### src/rtl/enemy_hit_detect.sv
// enemy_hit_detect: per-frame bullet vs enemy-formation collision scan with alive bitmap and score
module enemy_hit_detect #(
    parameter int ROWS      = 4,
    parameter int COLS      = 8,
    parameter int ENEMY_W   = 32,
    parameter int ENEMY_H   = 24,
    parameter int SPACING_X = 48,
    parameter int SPACING_Y = 40,
    parameter int BULLET_W  = 4,
    parameter int BULLET_H  = 12,
    parameter int POINTS    = 10,
    parameter int SCORE_W   = 16,
    localparam int N        = ROWS * COLS,
    localparam int IW       = (N > 1) ? $clog2(N) : 1
) (
    input  logic               pixel_clk,
    input  logic               rst,
    input  logic               fsync,
    input  logic               bullet_live,
    input  logic [11:0]        bullet_center_x,
    input  logic [11:0]        bullet_top_y,
    input  logic [11:0]        formation_x,
    input  logic [11:0]        formation_y,
    input  logic               wave_reload,
    output logic [N-1:0]       alive_mask,
    output logic               bullet_hit,
    output logic [IW-1:0]      hit_index,
    output logic [SCORE_W-1:0] score,
    output logic               all_clear,
    output logic               busy
);
    localparam int CW = (COLS > 1) ? $clog2(COLS) : 1;
    localparam int RW = (ROWS > 1) ? $clog2(ROWS) : 1;

    typedef enum logic [1:0] {IDLE, SCAN, HIT} state_t;

    state_t state, state_nxt;
    logic [IW-1:0] idx;
    logic [CW-1:0] col;
    logic [RW-1:0] row;
    logic signed [13:0] bx, by, fx, fy;
    logic signed [13:0] cell_l, cell_r, cell_t, cell_b;
    logic signed [13:0] box_l, box_r, box_t, box_b;
    logic overlap, start, last;
    logic [SCORE_W:0] score_sum;

    // Geometry of the cell under evaluation against the latched bullet box, in 14-bit signed
    always_comb begin
        cell_l    = fx + $signed(14'(int'(col) * SPACING_X));
        cell_r    = cell_l + $signed(14'(ENEMY_W - 1));
        cell_t    = fy + $signed(14'(int'(row) * SPACING_Y));
        cell_b    = cell_t + $signed(14'(ENEMY_H - 1));
        box_l     = bx - $signed(14'(BULLET_W / 2));
        box_r     = bx + $signed(14'(BULLET_W / 2));
        box_t     = by;
        box_b     = by + $signed(14'(BULLET_H));
        overlap   = alive_mask[idx] && (box_l <= cell_r) && (box_r >= cell_l) &&
                    (box_t <= cell_b) && (box_b >= cell_t);
        start     = (state == IDLE) && fsync && bullet_live && (|alive_mask);
        last      = (idx == IW'(N - 1));
        score_sum = {1'b0, score} + (SCORE_W + 1)'(POINTS);
    end

    // Next-state: reload wins, a scan ends on the first hit or after the last cell
    always_comb begin
        state_nxt = state;
        if (wave_reload)
            state_nxt = IDLE;
        else if (state == IDLE)
            state_nxt = start ? SCAN : IDLE;
        else if (state == SCAN)
            state_nxt = overlap ? HIT : (last ? IDLE : SCAN);
        else
            state_nxt = IDLE;
    end

    // State, scan cursor and the frame's bullet/formation snapshot
    always_ff @(posedge pixel_clk) begin
        if (rst) begin
            state <= IDLE;
            idx   <= '0;
            col   <= '0;
            row   <= '0;
            bx    <= '0;
            by    <= '0;
            fx    <= '0;
            fy    <= '0;
        end else begin
            state <= state_nxt;
            if (start && !wave_reload) begin
                idx <= '0;
                col <= '0;
                row <= '0;
                bx  <= {{2{bullet_center_x[11]}}, bullet_center_x};
                by  <= {{2{bullet_top_y[11]}}, bullet_top_y};
                fx  <= {{2{formation_x[11]}}, formation_x};
                fy  <= {{2{formation_y[11]}}, formation_y};
            end else if (state == SCAN && !overlap && !last) begin
                idx <= idx + 1'b1;
                col <= (col == CW'(COLS - 1)) ? '0 : col + 1'b1;
                row <= (col == CW'(COLS - 1)) ? row + 1'b1 : row;
            end
        end
    end

    // Kill bookkeeping: alive bitmap, saturating score and index of the last kill
    always_ff @(posedge pixel_clk) begin
        if (rst) begin
            alive_mask <= '1;
            score      <= '0;
            hit_index  <= '0;
        end else if (wave_reload) begin
            alive_mask <= '1;
        end else begin
            if (state == SCAN && overlap)
                hit_index <= idx;
            if (state == HIT) begin
                alive_mask[idx] <= 1'b0;
                score           <= score_sum[SCORE_W] ? '1 : score_sum[SCORE_W-1:0];
            end
        end
    end

    assign bullet_hit = (state == HIT) && !wave_reload;
    assign busy       = (state != IDLE);
    assign all_clear  = ~|alive_mask;
endmodule

### config.mk
export PLATFORM = sky130hd
export DESIGN_NAME = enemy_hit_detect
export DESIGN_NICKNAME = d
export VERILOG_FILES = /design/src/rtl/enemy_hit_detect.sv
export SDC_FILE = /design/constraint.sdc
export NUM_CORES = 1
export LEC_CHECK = 0
export ABC_CLOCK_PERIOD_IN_PS = 8450
export CORE_MARGIN = 3
export CORE_UTILIZATION = 59
export CTS_CLUSTER_DIAMETER = 50
export CTS_CLUSTER_SIZE = 12
export DETAILED_ROUTE_END_ITERATION = 6
export GPL_TIMING_DRIVEN = 0
export MAX_ROUTING_LAYER = met4
export PLACE_DENSITY = 0.86
export SLEW_MARGIN = 20
export SYNTH_ARGS = -nofsm -noshare
export SYNTH_HDL_FRONTEND = slang
export SYNTH_SLANG_ARGS = --single-unit
### constraint.sdc
create_clock -name pixel_clk -period 8.45 [get_ports pixel_clk]
set_clock_uncertainty 0.05 [all_clocks]
set_input_delay 1.69 -clock pixel_clk [delete_from_list [all_inputs] [get_ports pixel_clk]]
set_output_delay 1.69 -clock pixel_clk [all_outputs]
set_load 0.1 [all_outputs]
# [Word-level counts from Yosys, hierarchy flattened]
# Index checks and enable logic that the tools add are counted.
# Widths: inputs -> output; s select.
[op_classes] add_sub_neg=11 n_mul=2 magnitude_cmp=6 eq_ne=4 mux=11 bitwise=3 n_reduce_logical=25
[ops] op="$and 32x32->32" count=1
[ops] op="$not 32->32" count=1
[ops] op="$reduce_or 32->1" count=1
[ops] op="$add 13x6->14 const B" count=2
[ops] op="$ge 13x13->1" count=2
[ops] op="$add 16x4->17 const B" count=1
[ops] op="$mux 16" count=1
[ops] op="$le 12x14->1" count=1
[ops] op="$le 13x14->1" count=1
[ops] op="$add 12x10->13" count=1
[ops] op="$add 12x3->13 const B" count=1
[ops] op="$add 12x5->13 const B" count=1
[ops] op="$add 12x9->13" count=1
[ops] op="$logic_and 1x1->1" count=13
[ops] op="$sub 12x3->13 const B" count=1
[ops] op="$lt 5x6->1 const B" count=1
[ops] op="$mux 2" count=3
[ops] op="$reduce_and 2->1" count=3
[ops] op="$add 5x1->5 const B" count=1
[ops] op="$bmux 1 s5" count=1
[ops] op="$demux 1 s5" count=1
[ops] op="$eq 5x5->1 const B" count=1
[ops] op="$ge 5x1->1 const B" count=1
[ops] op="$mul 2x3->5 const B" count=1
[ops] op="other kinds (13)" count=20
[word_totals] register_bits=113 in_bits=53 output_inout_bits=56 word_cells=73

# [Longest topological paths before layout]
[logic_depth] depth_word=12 ltp_mapped=19 ltp_nobuf=17

# [Worst setup path before layout]
# No wires, ideal clock.
[synth_timing] path_kind="input to output" start="input port wave_reload" end="output port bullet_hit" arrival_ps=2769 required_ps=6710 slack_ps=3941 cell_stages=2 cell_sequence="nor2b_1 > clkbuf_1"
[synth_between] elab_chain_cells=2
[synth_lines] element="start, declared" line_no="24" rtl="input logic wave_reload,"
[synth_lines] element="$logic_not 1->1" line_no="124" rtl="assign bullet_hit = (state == HIT) && !wave_reload;"
[synth_lines] element="$logic_and 1x1->1" line_no="124"
[synth_lines] element="end, declared" line_no="26" rtl="output logic bullet_hit,"
# Every way passes these cells.

# [Final worst setup path]
# Same ends and word-level chain as after synthesis.

==> metrics.txt <==
status completed; nets 1144; vias per inst approximately 5.7; Antenna Cells 0; postcts setup bufs 0; synth unique cells 55; vias in the first global route between 6k and 7k; row cnt 39; ys async rst share 0%; Critical Path RT between 6000 and 7000 ps; die area 13500 sq um; DRT iter0 DRCs ~420; Synth Net Count around 1k; CTS resizes 0; maximum level of the CTS H-tree 4; RSZ-0062 raised after global routing false; layout cell share with drive strength beyond 1 approximately 5.0%; Area Growth Syn to Fin 25.7%; io pins roughly 110; Num CTS Buffers 17; EDFF count, synth 0; power density cells around 160 nW/um^2; post-synthesis sequential area ratio about a third; Final Max Slew Viols 0; largest net degree at the start of global routing 17; via count 6682; Least-Margin Pin Slew a little under 1000 ps; HPWL after DPL around 13 mm; Final Cycle Share ~66%; Hold Path Origin box_t[0]$_SDFFE_PP0P_; leak pwr around 3.5 nW; Yosys reg bits about 110; DR WL met3 approximately 900 um; Setup violations, final 0; final hold viol count 0; Hold Path Class reg2reg; Final Critical Period roughly 5600 ps; Initial Utilization 61.6%; GRT Util Overall between 20 and 30%; Syn Area/Cell roughly 8.1 sq um; initial antenna violation count 0; Gate Count Post-Synth ~880; Clock Tree Root clkbuf_16; fmax roughly 180 MHz; Routed Antenna Nets 0; CTS Hold Bufs 0; final core occ ~77%; total power 1.48 mW; crit path launch type primary input; core box area between 10000 and 15000 sq um; Syn Std Cell Area 7190 sq um; DR WL/cell approximately 16 um; arrival time of the worst setup path between 3000 and 4000 ps; YS warnings 0; Setup crit end kind primary output; Clock Latency Late Sink 410 ps; worst-path fanout max 7; clock-pin transition on the worst setup and hold timing paths around 60 ps; fillers between 800 and 900; WS Path Type in2out; slew margin rel. between 30% and 40%; # clock sinks approximately 110; setup_tns 0 ps; Die W ~120 um; beginning of the critical path wave_reload; DRC Markers 0; routed wire length ~18 mm; 1st-pass router iterations 5; port bufs 107; clk buf depth 2; RR Startpoint col[1]$_SDFFE_PP0P_; GP Congestion between 0.9 and 1; metal2 WL roughly 8.8 mm; max-cap violations 0; CTS tree built; die height approximately 120 um; GRT overflow 0; Main synth FF type dfxtp_1; Max IR drop VDD about 170 uV; uppermost routed layer met4; first-pass GRT wire length between 30 and 40 mm; Post-Route M1 WL approximately 8.4 mm
==> Yosys cell counts (3+ instances only) <==
cell       number  area [sq um]
clkbuf_1       25          93.8
nor4_1         14          87.6
or3b_1          3          26.3
nor3_1         10          50.1
o2111ai_1       4          35.0
o21a_1          5          37.5
ha_1           78           976
nand4_1        16           100
a211oi_1        6          45.0
mux2i_1        33           330
dfxtp_1       113          2260
nand2b_1       13          81.3
buf_2           7          35.0
nor2_1         27           101
nand3b_1        8          60.1
a21oi_1        89           445
and3_1          3          18.8
a21o_1         13          97.6
o22ai_1         8          50.1
xor2_1         29           254
fa_1            3          60.1
nor2b_1         8          50.1
inv_1          37           139
nand2_1       177           664
or4_1           3          22.5
or3_1           6          37.5
buf_6           4          45.0
o221ai_1        3          26.3
xnor2_1        42           368
o21bai_1        3          22.5
nand3_1        25           125
o21ai_0        43           215
==> placed cells by master (no fill, tap or decap), types with 3 or more instances in the layout <==
| cell type | instances |
|---|---|
| nand2_1 | 177 |
| dfxtp_1 | 113 |
| clkdlybuf4s50_1 | 107 |
| a21oi_1 | 89 |
| ha_1 | 78 |
| o21ai_0 | 43 |
| xnor2_1 | 42 |
| inv_1 | 37 |
| mux2i_1 | 33 |
| xor2_1 | 29 |
| nor2_1 | 27 |
| clkbuf_1 | 25 |
| nand3_1 | 25 |
| clkbuf_16 | 17 |
| nand4_1 | 16 |
| nor4_1 | 14 |
| a21o_1 | 13 |
| nand2b_1 | 13 |
| nor3_1 | 10 |
| nor2b_1 | 8 |
| nand3b_1 | 8 |
| o22ai_1 | 8 |
| buf_2 | 7 |
| clkinv_4 | 7 |
| or3_1 | 6 |
| a211oi_1 | 6 |
| o21a_1 | 5 |
| buf_6 | 4 |
| o2111ai_1 | 4 |
| o21bai_1 | 3 |
| and3_1 | 3 |
| or3b_1 | 3 |
| or4_1 | 3 |
| o221ai_1 | 3 |
| fa_1 | 3 |
==> routing by layer <==
metal,vias to the layer above,global-route usage (%)
met5,-,-
met1,3147,36.2
met2,162,46.5
li1,3350,-
met3,23,5.60
met4,0,8.28
==> kinds of logic (layout without fill, tap and decap cells) <==
logic type                 after synthesis  in the layout  synth area share, %
AOI/OAI and AO/OA                      187            187                 15.3
xor gates and xnor gates                71             71                 8.65
adders and majority gates               81             81                 14.4
buffers and inverters                   74            213                 4.40
DFF                                    113            113                 31.5
muxes                                   33             33                 4.59
and+or+nand+nor                        325            325                 21.2
==> metrics by stage <==
step                cell area, sq um  hold slack, ps  cells  setup WS [ps]
finish                          9030             412   1166           2840
global route                    9030             435   1166           2760
CTS                             9030             416   1166           2840
detailed placement              8440             405   1134           2860
global placement                8440             385   1134           2860
floorplan                       7190             386    884           3940
==> final timing paths <==
path,end,slack (ps),depth (start not counted)
setup / recovery,bullet_hit,2840,4
hold reg to reg,box_t[0]$_SDFFE_PP0P_,410,2
setup reg to reg,hit_index[2]$_SDFFE_PP0P_,3410,19
hold / removal,box_t[0]$_SDFFE_PP0P_,410,2
==> report_power, final <==
| group | internal (mW) | leakage (nW) | switching (mW) |
|---|---|---|---|
| clock network | 0.445 | 0.291 | 0.273 |
| logic | 0.0949 | 2.29 | 0.112 |
| registers | 0.541 | 0.915 | 0.00974 |
==> state kept, by name (all words and copies together), names as in the netlist <==
name,cells
alive_mask,32
box_t,12
state,2
hit_index,5
idx,5
row,2
fy,12
fx,12
col,3
bx,12
score,16
==> cell type report <==
class | instances | area (sq um) | area share, %
inverters | 37 | 139 | 1.54
plain buffers | 37 | 178 | 1.97
clock buffers | 18 | 439 | 4.86
repair buffers | 107 | 1070 | 11.9
multi-input cells | 697 | 4610 | 51.0
well taps | 143 | 179 | 1.98
clock inverters | 14 | 156 | 1.73
flip-flops and latches | 113 | 2260 | 25.0
==> worst max-delay path: stages <==
cell and delay [ps]:
clkdlybuf4s50_1 530, nor2b_1 150, clkbuf_1 290, clkdlybuf4s50_1 1200
Note: power is estimated with default switching activity, not from simulation.
